**src/rtl/axi4_lite_if.sv**
```systemverilog
`default_nettype none
// ============================================================================
// Module   : axi4_lite_if
// Brief    : AXI4-Lite bus bundle with master/slave views.
// Revision : 1.0 - initial release
// ============================================================================
interface axi4_lite_if #(
    parameter int AW = 32,
    parameter int DW = 32
);
    logic [AW-1:0]   awaddr;
    logic            awvalid;
    logic            awready;
    logic [DW-1:0]   wdata;
    logic [DW/8-1:0] wstrb;
    logic            wvalid;
    logic            wready;
    logic [1:0]      bresp;
    logic            bvalid;
    logic            bready;
    logic [AW-1:0]   araddr;
    logic            arvalid;
    logic            arready;
    logic [DW-1:0]   rdata;
    logic [1:0]      rresp;
    logic            rvalid;
    logic            rready;

    modport master (
        output awaddr, awvalid, wdata, wstrb, wvalid, bready, araddr, arvalid, rready,
        input  awready, wready, bresp, bvalid, arready, rdata, rresp, rvalid
    );

    modport slave (
        input  awaddr, awvalid, wdata, wstrb, wvalid, bready, araddr, arvalid, rready,
        output awready, wready, bresp, bvalid, arready, rdata, rresp, rvalid
    );
endinterface
`default_nettype wire

```
**src/rtl/sys_regs.sv**
```systemverilog
`default_nettype none
// ============================================================================
// Module   : sys_regs
// Brief    : AXI4-Lite system registers: ID, version, scratch, LED control,
//            64-bit uptime counter with coherent LO/HI readout.
// Revision : 1.0 - initial release
// ============================================================================
module sys_regs #(
    parameter int          AW       = 32,
    parameter int          DW       = 32,
    parameter logic [31:0] ID_VALUE = 32'h00FB_0001,
    parameter logic [31:0] VERSION  = 32'h0001_0000
) (
    input  wire logic   aclk,
    input  wire logic   reset,
    axi4_lite_if.slave  bus,
    output logic        led_force,
    output logic        led_value
);
    generate
        if (DW != 32) begin : g_dw_check
            $error("sys_regs: DW must be 32");
        end
    endgenerate

    localparam logic [5:0] c_IDX_ID      = 6'd0;
    localparam logic [5:0] c_IDX_VERSION = 6'd1;
    localparam logic [5:0] c_IDX_SCRATCH = 6'd2;
    localparam logic [5:0] c_IDX_CTRL    = 6'd3;
    localparam logic [5:0] c_IDX_LO      = 6'd4;
    localparam logic [5:0] c_IDX_HI      = 6'd5;
    localparam logic [1:0] c_OKAY        = 2'b00;
    localparam logic [1:0] c_SLVERR      = 2'b10;

    logic        r_aw_full, r_w_full;
    logic [5:0]  r_aw_idx;
    logic [31:0] r_wdata;
    logic [3:0]  r_wstrb;
    logic        r_bvalid, r_rvalid;
    logic [1:0]  r_bresp, r_rresp;
    logic [31:0] r_rdata;
    logic [31:0] r_scratch;
    logic [1:0]  r_ctrl;
    logic [63:0] r_cnt;
    logic [31:0] r_hi_shadow;

    logic        w_awready, w_wready, w_arready;
    logic        w_aw_hs, w_w_hs, w_ar_hs, w_b_hs, w_r_hs;
    logic [5:0]  w_wr_idx, w_rd_idx;
    logic [31:0] w_wr_data, w_rd_data;
    logic [3:0]  w_wr_strb;
    logic        w_do_write, w_wr_err, w_rd_err, w_clr;
    logic        w_unused;

    assign w_unused = &{1'b0, bus.awaddr[AW-1:8], bus.awaddr[1:0],
                        bus.araddr[AW-1:8], bus.araddr[1:0]};

    assign w_awready = !reset && !r_aw_full && !r_bvalid;
    assign w_wready  = !reset && !r_w_full && !r_bvalid;
    assign w_arready = !reset && !r_rvalid;

    assign w_aw_hs = bus.awvalid && w_awready;
    assign w_w_hs  = bus.wvalid && w_wready;
    assign w_ar_hs = bus.arvalid && w_arready;
    assign w_b_hs  = r_bvalid && bus.bready;
    assign w_r_hs  = r_rvalid && bus.rready;

    // The update fires in the cycle of the second handshake, so take whichever
    // half is still on the bus directly instead of waiting for its capture.
    assign w_wr_idx   = r_aw_full ? r_aw_idx : bus.awaddr[7:2];
    assign w_wr_data  = r_w_full ? r_wdata : bus.wdata;
    assign w_wr_strb  = r_w_full ? r_wstrb : bus.wstrb;
    assign w_do_write = (r_aw_full || w_aw_hs) && (r_w_full || w_w_hs) && !r_bvalid;
    assign w_wr_err   = w_wr_idx > c_IDX_HI;
    assign w_clr      = w_do_write && (w_wr_idx == c_IDX_CTRL) && w_wr_strb[0] && w_wr_data[2];
    assign w_rd_idx   = bus.araddr[7:2];

    always_comb begin
        w_rd_data = 32'd0;
        w_rd_err  = 1'b0;
        case (w_rd_idx)
            c_IDX_ID:      w_rd_data = ID_VALUE;
            c_IDX_VERSION: w_rd_data = VERSION;
            c_IDX_SCRATCH: w_rd_data = r_scratch;
            c_IDX_CTRL:    w_rd_data = {30'd0, r_ctrl};
            c_IDX_LO:      w_rd_data = r_cnt[31:0];
            c_IDX_HI:      w_rd_data = r_hi_shadow;
            default:       w_rd_err  = 1'b1;
        endcase
    end

    always_ff @(posedge aclk) begin
        if (reset) begin
            r_aw_full <= 1'b0;
            r_w_full  <= 1'b0;
            r_aw_idx  <= 6'd0;
            r_wdata   <= 32'd0;
            r_wstrb   <= 4'd0;
            r_bvalid  <= 1'b0;
            r_bresp   <= c_OKAY;
            r_rvalid  <= 1'b0;
            r_rresp   <= c_OKAY;
            r_rdata   <= 32'd0;
        end else begin
            if (w_b_hs) begin
                r_bvalid  <= 1'b0;
                r_aw_full <= 1'b0;
                r_w_full  <= 1'b0;
            end
            if (w_aw_hs) begin
                r_aw_full <= 1'b1;
                r_aw_idx  <= bus.awaddr[7:2];
            end
            if (w_w_hs) begin
                r_w_full <= 1'b1;
                r_wdata  <= bus.wdata;
                r_wstrb  <= bus.wstrb;
            end
            if (w_do_write) begin
                r_bvalid <= 1'b1;
                r_bresp  <= w_wr_err ? c_SLVERR : c_OKAY;
            end
            if (w_r_hs) begin
                r_rvalid <= 1'b0;
            end
            if (w_ar_hs) begin
                r_rvalid <= 1'b1;
                r_rdata  <= w_rd_data;
                r_rresp  <= w_rd_err ? c_SLVERR : c_OKAY;
            end
        end
    end

    always_ff @(posedge aclk) begin
        if (reset) begin
            r_scratch   <= 32'd0;
            r_ctrl      <= 2'd0;
            r_cnt       <= 64'd0;
            r_hi_shadow <= 32'd0;
        end else begin
            if (w_do_write && (w_wr_idx == c_IDX_SCRATCH)) begin
                for (int i = 0; i < 4; i++) begin
                    if (w_wr_strb[i]) begin
                        r_scratch[8*i +: 8] <= w_wr_data[8*i +: 8];
                    end
                end
            end
            if (w_do_write && (w_wr_idx == c_IDX_CTRL) && w_wr_strb[0]) begin
                r_ctrl <= w_wr_data[1:0];
            end
            r_cnt <= w_clr ? 64'd0 : r_cnt + 64'd1;
            // HI is frozen from the same sample LO returns, giving a coherent pair.
            if (w_ar_hs && (w_rd_idx == c_IDX_LO)) begin
                r_hi_shadow <= r_cnt[63:32];
            end
        end
    end

    assign bus.awready = w_awready;
    assign bus.wready  = w_wready;
    assign bus.arready = w_arready;
    assign bus.bvalid  = r_bvalid;
    assign bus.bresp   = r_bresp;
    assign bus.rvalid  = r_rvalid;
    assign bus.rresp   = r_rresp;
    assign bus.rdata   = r_rdata;
    assign led_force   = r_ctrl[0];
    assign led_value   = r_ctrl[1];
endmodule
`default_nettype wire

```
**src/flat_wrapper.sv**
```systemverilog
// flat-port wrapper written by rule: the top's interface ports become plain ports
module sys_regs_flat 
#(
    parameter int          AW       = 32,
    parameter int          DW       = 32,
    parameter logic [31:0] ID_VALUE = 32'h00FB_0001,
    parameter logic [31:0] VERSION  = 32'h0001_0000
)
  (aclk, reset, led_force, led_value, bus_awaddr, bus_awvalid, bus_wdata, bus_wstrb, bus_wvalid, bus_bready, bus_araddr, bus_arvalid, bus_rready, bus_awready, bus_wready, bus_bresp, bus_bvalid, bus_arready, bus_rdata, bus_rresp, bus_rvalid);
  axi4_lite_if #(.AW(AW), .DW(DW)) bus_i ();
  input  wire logic aclk;
  input  wire logic reset;
  output logic led_force;
  output logic led_value;
  input wire logic [$bits(bus_i.awaddr)-1:0] bus_awaddr;
  input wire logic [$bits(bus_i.awvalid)-1:0] bus_awvalid;
  input wire logic [$bits(bus_i.wdata)-1:0] bus_wdata;
  input wire logic [$bits(bus_i.wstrb)-1:0] bus_wstrb;
  input wire logic [$bits(bus_i.wvalid)-1:0] bus_wvalid;
  input wire logic [$bits(bus_i.bready)-1:0] bus_bready;
  input wire logic [$bits(bus_i.araddr)-1:0] bus_araddr;
  input wire logic [$bits(bus_i.arvalid)-1:0] bus_arvalid;
  input wire logic [$bits(bus_i.rready)-1:0] bus_rready;
  output wire logic [$bits(bus_i.awready)-1:0] bus_awready;
  output wire logic [$bits(bus_i.wready)-1:0] bus_wready;
  output wire logic [$bits(bus_i.bresp)-1:0] bus_bresp;
  output wire logic [$bits(bus_i.bvalid)-1:0] bus_bvalid;
  output wire logic [$bits(bus_i.arready)-1:0] bus_arready;
  output wire logic [$bits(bus_i.rdata)-1:0] bus_rdata;
  output wire logic [$bits(bus_i.rresp)-1:0] bus_rresp;
  output wire logic [$bits(bus_i.rvalid)-1:0] bus_rvalid;
  assign bus_i.awaddr = bus_awaddr;
  assign bus_i.awvalid = bus_awvalid;
  assign bus_i.wdata = bus_wdata;
  assign bus_i.wstrb = bus_wstrb;
  assign bus_i.wvalid = bus_wvalid;
  assign bus_i.bready = bus_bready;
  assign bus_i.araddr = bus_araddr;
  assign bus_i.arvalid = bus_arvalid;
  assign bus_i.rready = bus_rready;
  assign bus_awready = bus_i.awready;
  assign bus_wready = bus_i.wready;
  assign bus_bresp = bus_i.bresp;
  assign bus_bvalid = bus_i.bvalid;
  assign bus_arready = bus_i.arready;
  assign bus_rdata = bus_i.rdata;
  assign bus_rresp = bus_i.rresp;
  assign bus_rvalid = bus_i.rvalid;
  sys_regs #(.AW(AW), .DW(DW), .ID_VALUE(ID_VALUE), .VERSION(VERSION)) u_core (.aclk(aclk), .reset(reset), .bus(bus_i), .led_force(led_force), .led_value(led_value));
endmodule
```
**config.mk**
```make
export PLATFORM = sky130hd
export DESIGN_NAME = sys_regs_flat
export DESIGN_NICKNAME = d
export VERILOG_FILES = /design/src/rtl/axi4_lite_if.sv /design/src/rtl/sys_regs.sv /design/src/flat_wrapper.sv
export SDC_FILE = /design/constraint.sdc
export NUM_CORES = 1
export LEC_CHECK = 0
export ABC_AREA = 0
export BUFFER_PORTS_ARGS = -buffer_cell sky130_fd_sc_hd__buf_4
export CORE_ASPECT_RATIO = 1.4
export CORE_UTILIZATION = 35
export CTS_CLUSTER_SIZE = 8
export DETAILED_ROUTE_END_ITERATION = 10
export PLACE_DENSITY = 0.57
export SLEW_MARGIN = 25
export SYNTH_ARGS = -nofsm -noshare
export SYNTH_HDL_FRONTEND = slang
export SYNTH_SLANG_ARGS = --single-unit
```
**constraint.sdc**
```tcl
create_clock -name aclk -period 4.2 [get_ports aclk]
set_input_delay 0.42 -clock aclk [delete_from_list [all_inputs] [get_ports aclk]]
set_output_delay 0.42 -clock aclk [all_outputs]
set_load 0.05 [all_outputs]
```
==> Yosys cells after proc, flatten, opt, wreduce, memory -nomap -nowiden <==
Cells that the tools add are included.
{ "op_classes": {"div": 0, "muxes": 12, "n_mul": 0, "n_bitwise": 0, "addsub": 1, "shifts": 0, "order_cmp": 1, "reduce_logical": 35, "eq_ne": 7} }
{ "ops": {"columns": ["cell", "count"], "rows": [
  ["$pmux W32 S6", 1],
  ["$add A64 B1 Y64 const B", 1],
  ["$mux W32", 1],
  ["$eq A6 B2 Y1 const B", 4],
  ["$logic_and A1 B1 Y1", 17],
  ["$eq A6 B3 Y1 const B", 2],
  ["$reduce_and A2 Y1", 4],
  ["$reduce_bool A2 Y1", 4],
  ["$eq A6 B1 Y1 const B", 1],
  ["$gt A6 B3 Y1 const B", 1],
  ["$logic_not A6 Y1", 1],
  ["$mux W1", 6],
  ["$mux W6", 1],
  ["$reduce_or A6 Y1", 1],
  ["$logic_not A1 Y1", 5],
  ["$mux W2", 2],
  ["$mux W4", 1],
  ["$logic_or A1 B1 Y1", 2],
  ["$reduce_or A2 Y1", 1]
]} }
{ "word_totals": {"ram_bits": 0, "reg_bits": 212, "latchBits": 0, "memories": 0, "elab_cells": 73, "input_bits": 107, "output_inout_bits": 43, "rom_bits": 0} }

==> Depth between registers and ports, before layout <==
{ "depth": {"ltp_word": 11, "depth_mapped": 8, "ltp_nobuf": 6} }

==> Worst setup path before layout <==
OpenSTA, ideal clock, no wires.
{ "synth_path": {"path_kind": "register to register", "from": "reg u_core.r_bvalid, in the netlist u_core.bus.bvalid", "to": "reg u_core.r_wstrb[1]", "n_path_buf": 2, "arrival_time_ps": 2697, "required_time_ps": 4129, "path_stages_with_launch": 7, "synth_period_minus_slack_ps": 2768, "setup_ps": 71, "setup_slack_ps": 1432, "cell_sequence": "dfxtp_1 > nor3_1 > and2_1 > clkbuf_1 > clkbuf_1 > nand2_1 > a21oi_1"} }
{ "synth_between": {"elab_chain_cells": 3} }
{ "synth_rtl": {"columns": ["item", "line_no", "source"], "rows": [
  ["start: declaration", "sys_regs.sv:39", "logic r_bvalid, r_rvalid;"],
  ["start signal: assignment", "sys_regs.sv:99", "r_bvalid <= 1'b0;"],
  ["start signal: assignment", "sys_regs.sv:106", "r_bvalid <= 1'b0;"],
  ["start signal: assignment", "sys_regs.sv:120", "r_bvalid <= 1'b1;"],
  ["$logic_not A1 Y1", "sys_regs.sv:59", "assign w_wready = !reset && !r_w_full && !r_bvalid;"],
  ["$logic_and A1 B1 Y1", "sys_regs.sv:59", null],
  ["net bus_wready", "flat_wrapper.sv:25", "output wire logic [$bits(bus_i.wready)-1:0] bus_wready;"],
  ["$logic_and A1 B1 Y1", "sys_regs.sv:63", "assign w_w_hs = bus.wvalid && w_wready;"],
  ["end signal: assignment", "sys_regs.sv:117", "r_wstrb <= bus.wstrb;"],
  ["end: declaration", "sys_regs.sv:38", "logic [3:0] r_wstrb;"]
]} }
The timed path passes the listed nets, and every way through them passes these cells.
A chain may end at the register's enable or synchronous reset.

==> Worst setup path in the final report <==
{ "layout_path": {"from": "reg u_core.r_cnt[0]", "to": "reg u_core.r_cnt[60]"} }
{ "layout_between": {"elab_chain_cells": 1} }
{ "layout_rtl": {"columns": ["item", "line_no", "source"], "rows": [
  ["start: declaration", "sys_regs.sv:44", "logic [63:0] r_cnt;"],
  ["start signal: assignment", "sys_regs.sv:151", "r_cnt <= w_clr ? 64'd0 : r_cnt + 64'd1;"],
  ["$add A64 B1 Y64", "sys_regs.sv:151", null]
]} }
No other way between the ends.

==> impl_metrics.toml <==
[synthesis]
synth_area_leaders = "dfxtp_1 (45%), nand2_1 (7.0%), a21oi_1 (5.7%)"
synthCells = 1124
yosys_register_bits = 210
avgSynthCellArea_sq_um = 8.31
ys_types = 54
synthTopCellsByCount = "dfxtp_1 (210), nand2_1 (175), a21oi_1 (106), nor2_1 (78), clkbuf_1 (60)"
synth_warnings = 0
yosysSeqAreaShare_pct = 45.0
synth_top_area_share_pct = 45.0
synthXorXnorAreaFrac_pct = 2.63
synth-edff-count = 0
synth_top_cell_by_area = "dfxtp_1"
synth_top_family_by_area = "simple AND/OR/NAND/NOR gates"
yosys.area_share.adder_pct = 0.134
synth.cell_area_sq_mm = 0.00934
synth_compound_area_share_pct = 18.8
synthArstFlopShare_pct = 0
synth-simple-area-share_pct = 22.1
synthMuxAreaShare_pct = 5.62
ys.flop_type = "dfxtp_1"
yosysMostFrequentCell = "dfxtp_1"

[worst_setup_path]
crit_path_end_kind = "flip-flop"
startpoint_type = "flip-flop"
critical_path_class = "reg -> reg"
slowest_delay_ns = 0.71
worstPathRequired_ns = 4.67
path_buf_inv = 0
path_cells = "ha_1, nand4_1, nor4_2, nand3_1, or4_1, a21oi_1"
startpoint = "u_core.r_cnt[0]$_SDFF_PP0_"
critPathTopFamily = "simple AND/OR/NAND/NOR gates"
crit_arrival_ns = 3.45
critical_path.max_fanout = 23
slowest_stage = "or4_1"
r2r_start = "u_core.r_cnt[0]$_SDFF_PP0_"

[timing]
holdWs_ns = 0.0660
relSlewSlack_pct = 43.1
setup-tns-final_ns = 0
setup_violations = 0
rsz0062_at_grt = "false"
fin_skew_ns = 0.0115
setup_ws_ns = 1.22
fin_crit_sh_pct = 70.9
period_minus_slack_ns = 2.98
tightest_slew_ns = 0.854
hold_viol = 0
finalMaxSlewViolations = 0
fmax_mhz = 336

[floorplan]
die-area_sq_mm = 0.0273
die_width_um = 140
ios = 150
coreArea_sq_mm = 0.0262
rows = 70
initial_utilization_pct = 35.7
die-height_um = 195

[power_and_ir_drop]
p_seq_share_pct = 46.1
p_clk_share_pct = 47.2
switchingPower_mw = 1.05
p_leak_nw = 3.78
p_int_mw = 3.42
max-vdd-ir-drop_mv = 0.276
power_density_mw_per_mm2 = 404
p_sw_share_pct = 23.6
comb_power_share_pct = 6.8

[routing]
via_count = 8250
ant_nets = 0
wl_per_cell_um = 17.0
drt_iter0_drc = 407
drt_first_pass_iters = 5
finalWirelength_mm = 25.6
vias_per_cell = 5.47
route.detailed.drc = 0

[final_layout]
fin_nets = 1292
final_layout_size_suffix_gt1_share_pct = 16.4
num_antenna_cells = 0
fillers = 2675
fin_util_pct = 42.2
synthToLayoutAreaGrowth_pct = 18.5
final_area_sq_mm = 0.0111

[clock_tree]
clock_latency_ns = 0.53
path_clk_slew_ns = 0.05
cts.sinks = 210
post_cts_buffers = 0
h-tree-depth = 1
root_buffer = "clkbuf_16"
clock_path_buffers = 3
post_cts_resized = 0
postCtsHoldBufs = 0
numCtsBuffers = 30
cts_tree = "built"

[global_route]
grt_start_max_net_pins = 83
grt_usage_pct = 18.7
antenna_found_initial = 0
globalRouteOverflowTotal = 0
grt_pass1_wl_mm = 41.5
grt_pass1_vias = 7738

[worst_hold_path]
hp-start = "bus_rready"
hold_class = "in -> reg"

[run_status]
status = "completed"

[placement]
hpwl_mm = 17.4
place_ws_ns = 1.22
globalplace.congestion = 0.792
portBuffers = 95
placed_area_sq_mm = 0.0103

[flow_run]
drv_cap = 0
## through the flow
stage	total power [mW]	std cells
after detailed placement	2.40	1476
after floorplan	2.29	1125
after global placement	2.40	1476
final	4.47	1508
after global routing	4.63	1508
after CTS	4.52	1508
## worst reg2reg max path, stage by stage, from the launching register on
cell	delay [ns]
dfxtp_1	0.45
ha_1	0.30
nand4_1	0.29
nor4_2	0.38
nand3_1	0.63
or4_1	0.72
a21oi_1	0.15
## sequential cells by signal, summed over array words and instances (netlist names)
name,count
u_core.r_cnt,64
u_core.bus.rdata,32
u_core.r_hi_shadow,32
u_core.r_scratch,32
u_core.r_wdata,32
u_core.r_aw_idx,6
u_core.r_wstrb,4
u_core.r_ctrl,2
u_core.bus.bresp,1
u_core.bus.bvalid,1
u_core.bus.rresp,1
u_core.bus.rvalid,1
u_core.r_aw_full,1
u_core.r_w_full,1
## placed cells by master (no fill, tap or decap), types with 16 or more instances in the layout
cell type	synthesis	routed
nand2_1	175	175
a22oi_1	24	24
xor2_1	19	19
a32o_1	16	16
inv_1	51	51
a21oi_1	106	106
dfxtp_1	210	209
mux2_2	35	35
a221oi_1	40	40
nand3_1	54	54
buf_4	2	107
or3_1	20	20
clkbuf_16	0	31
nor2_1	78	75
nand4_1	24	24
o21ai_0	49	48
## worst paths after layout
kind	to	slack, ns	cells after the start
worst max-delay path	u_core.r_cnt[60]$_SDFF_PP0_	1.22	6
worst min-delay path	u_core.bus.rvalid$_SDFFE_PP0P_	0.07	2
worst max register to register	u_core.r_cnt[60]$_SDFF_PP0_	1.22	6
worst min register to register	u_core.r_wdata[31]$_SDFFE_PP0P_	0.45	2
## final cells by class
cell class	count	area, sq um	area share, %
clock buffer	31	776	7.01
clock inverter	1	8.76	0.0792
inverter	52	195	1.76
multi-input combinational	782	4650	42.0
sequential	210	4210	38.0
tap	324	405	3.66
timing repair buffer	108	823	7.44
## per-layer routing
| metal | GRT usage [%] | up-vias | part of all wire [%] |
|---|---|---|---|
| met2 | 32.7 | 158 | 50 |
| met4 | 5.54 | 0 | 2.1 |
| met5 | 0 | - | 0 |
| met1 | 23.4 | 3951 | 43 |
| met3 | 2.82 | 38 | 4.4 |
| li1 | - | 4103 | - |
## power by group through the flow
| stage | Clock (mW) | Sequential, mW | Combinational [mW] |
|---|---|---|---|
| floorplan | 0 | 2.10 | 0.190 |
| global placement | 0 | 2.10 | 0.300 |
| detailed placement | 0 | 2.10 | 0.304 |
| CTS | 2.15 | 2.06 | 0.305 |
| global route | 2.23 | 2.06 | 0.333 |
| finish | 2.11 | 2.06 | 0.302 |
## logic make-up (layout without fill, tap and decap cells)
logic type               count (synthesis)  in the layout
other                                    1              2
XOR/XNOR                                28             28
adder cells (fa/ha/maj)                  1              1
AO/OA/AOI/OAI                          274            274
buffers and inverters                  133            192
flip-flops                             210            210
AND/OR/NAND/NOR                        429            429
multiplexers                            48             48
No activity file was read; power rests on OpenSTA's default activity.
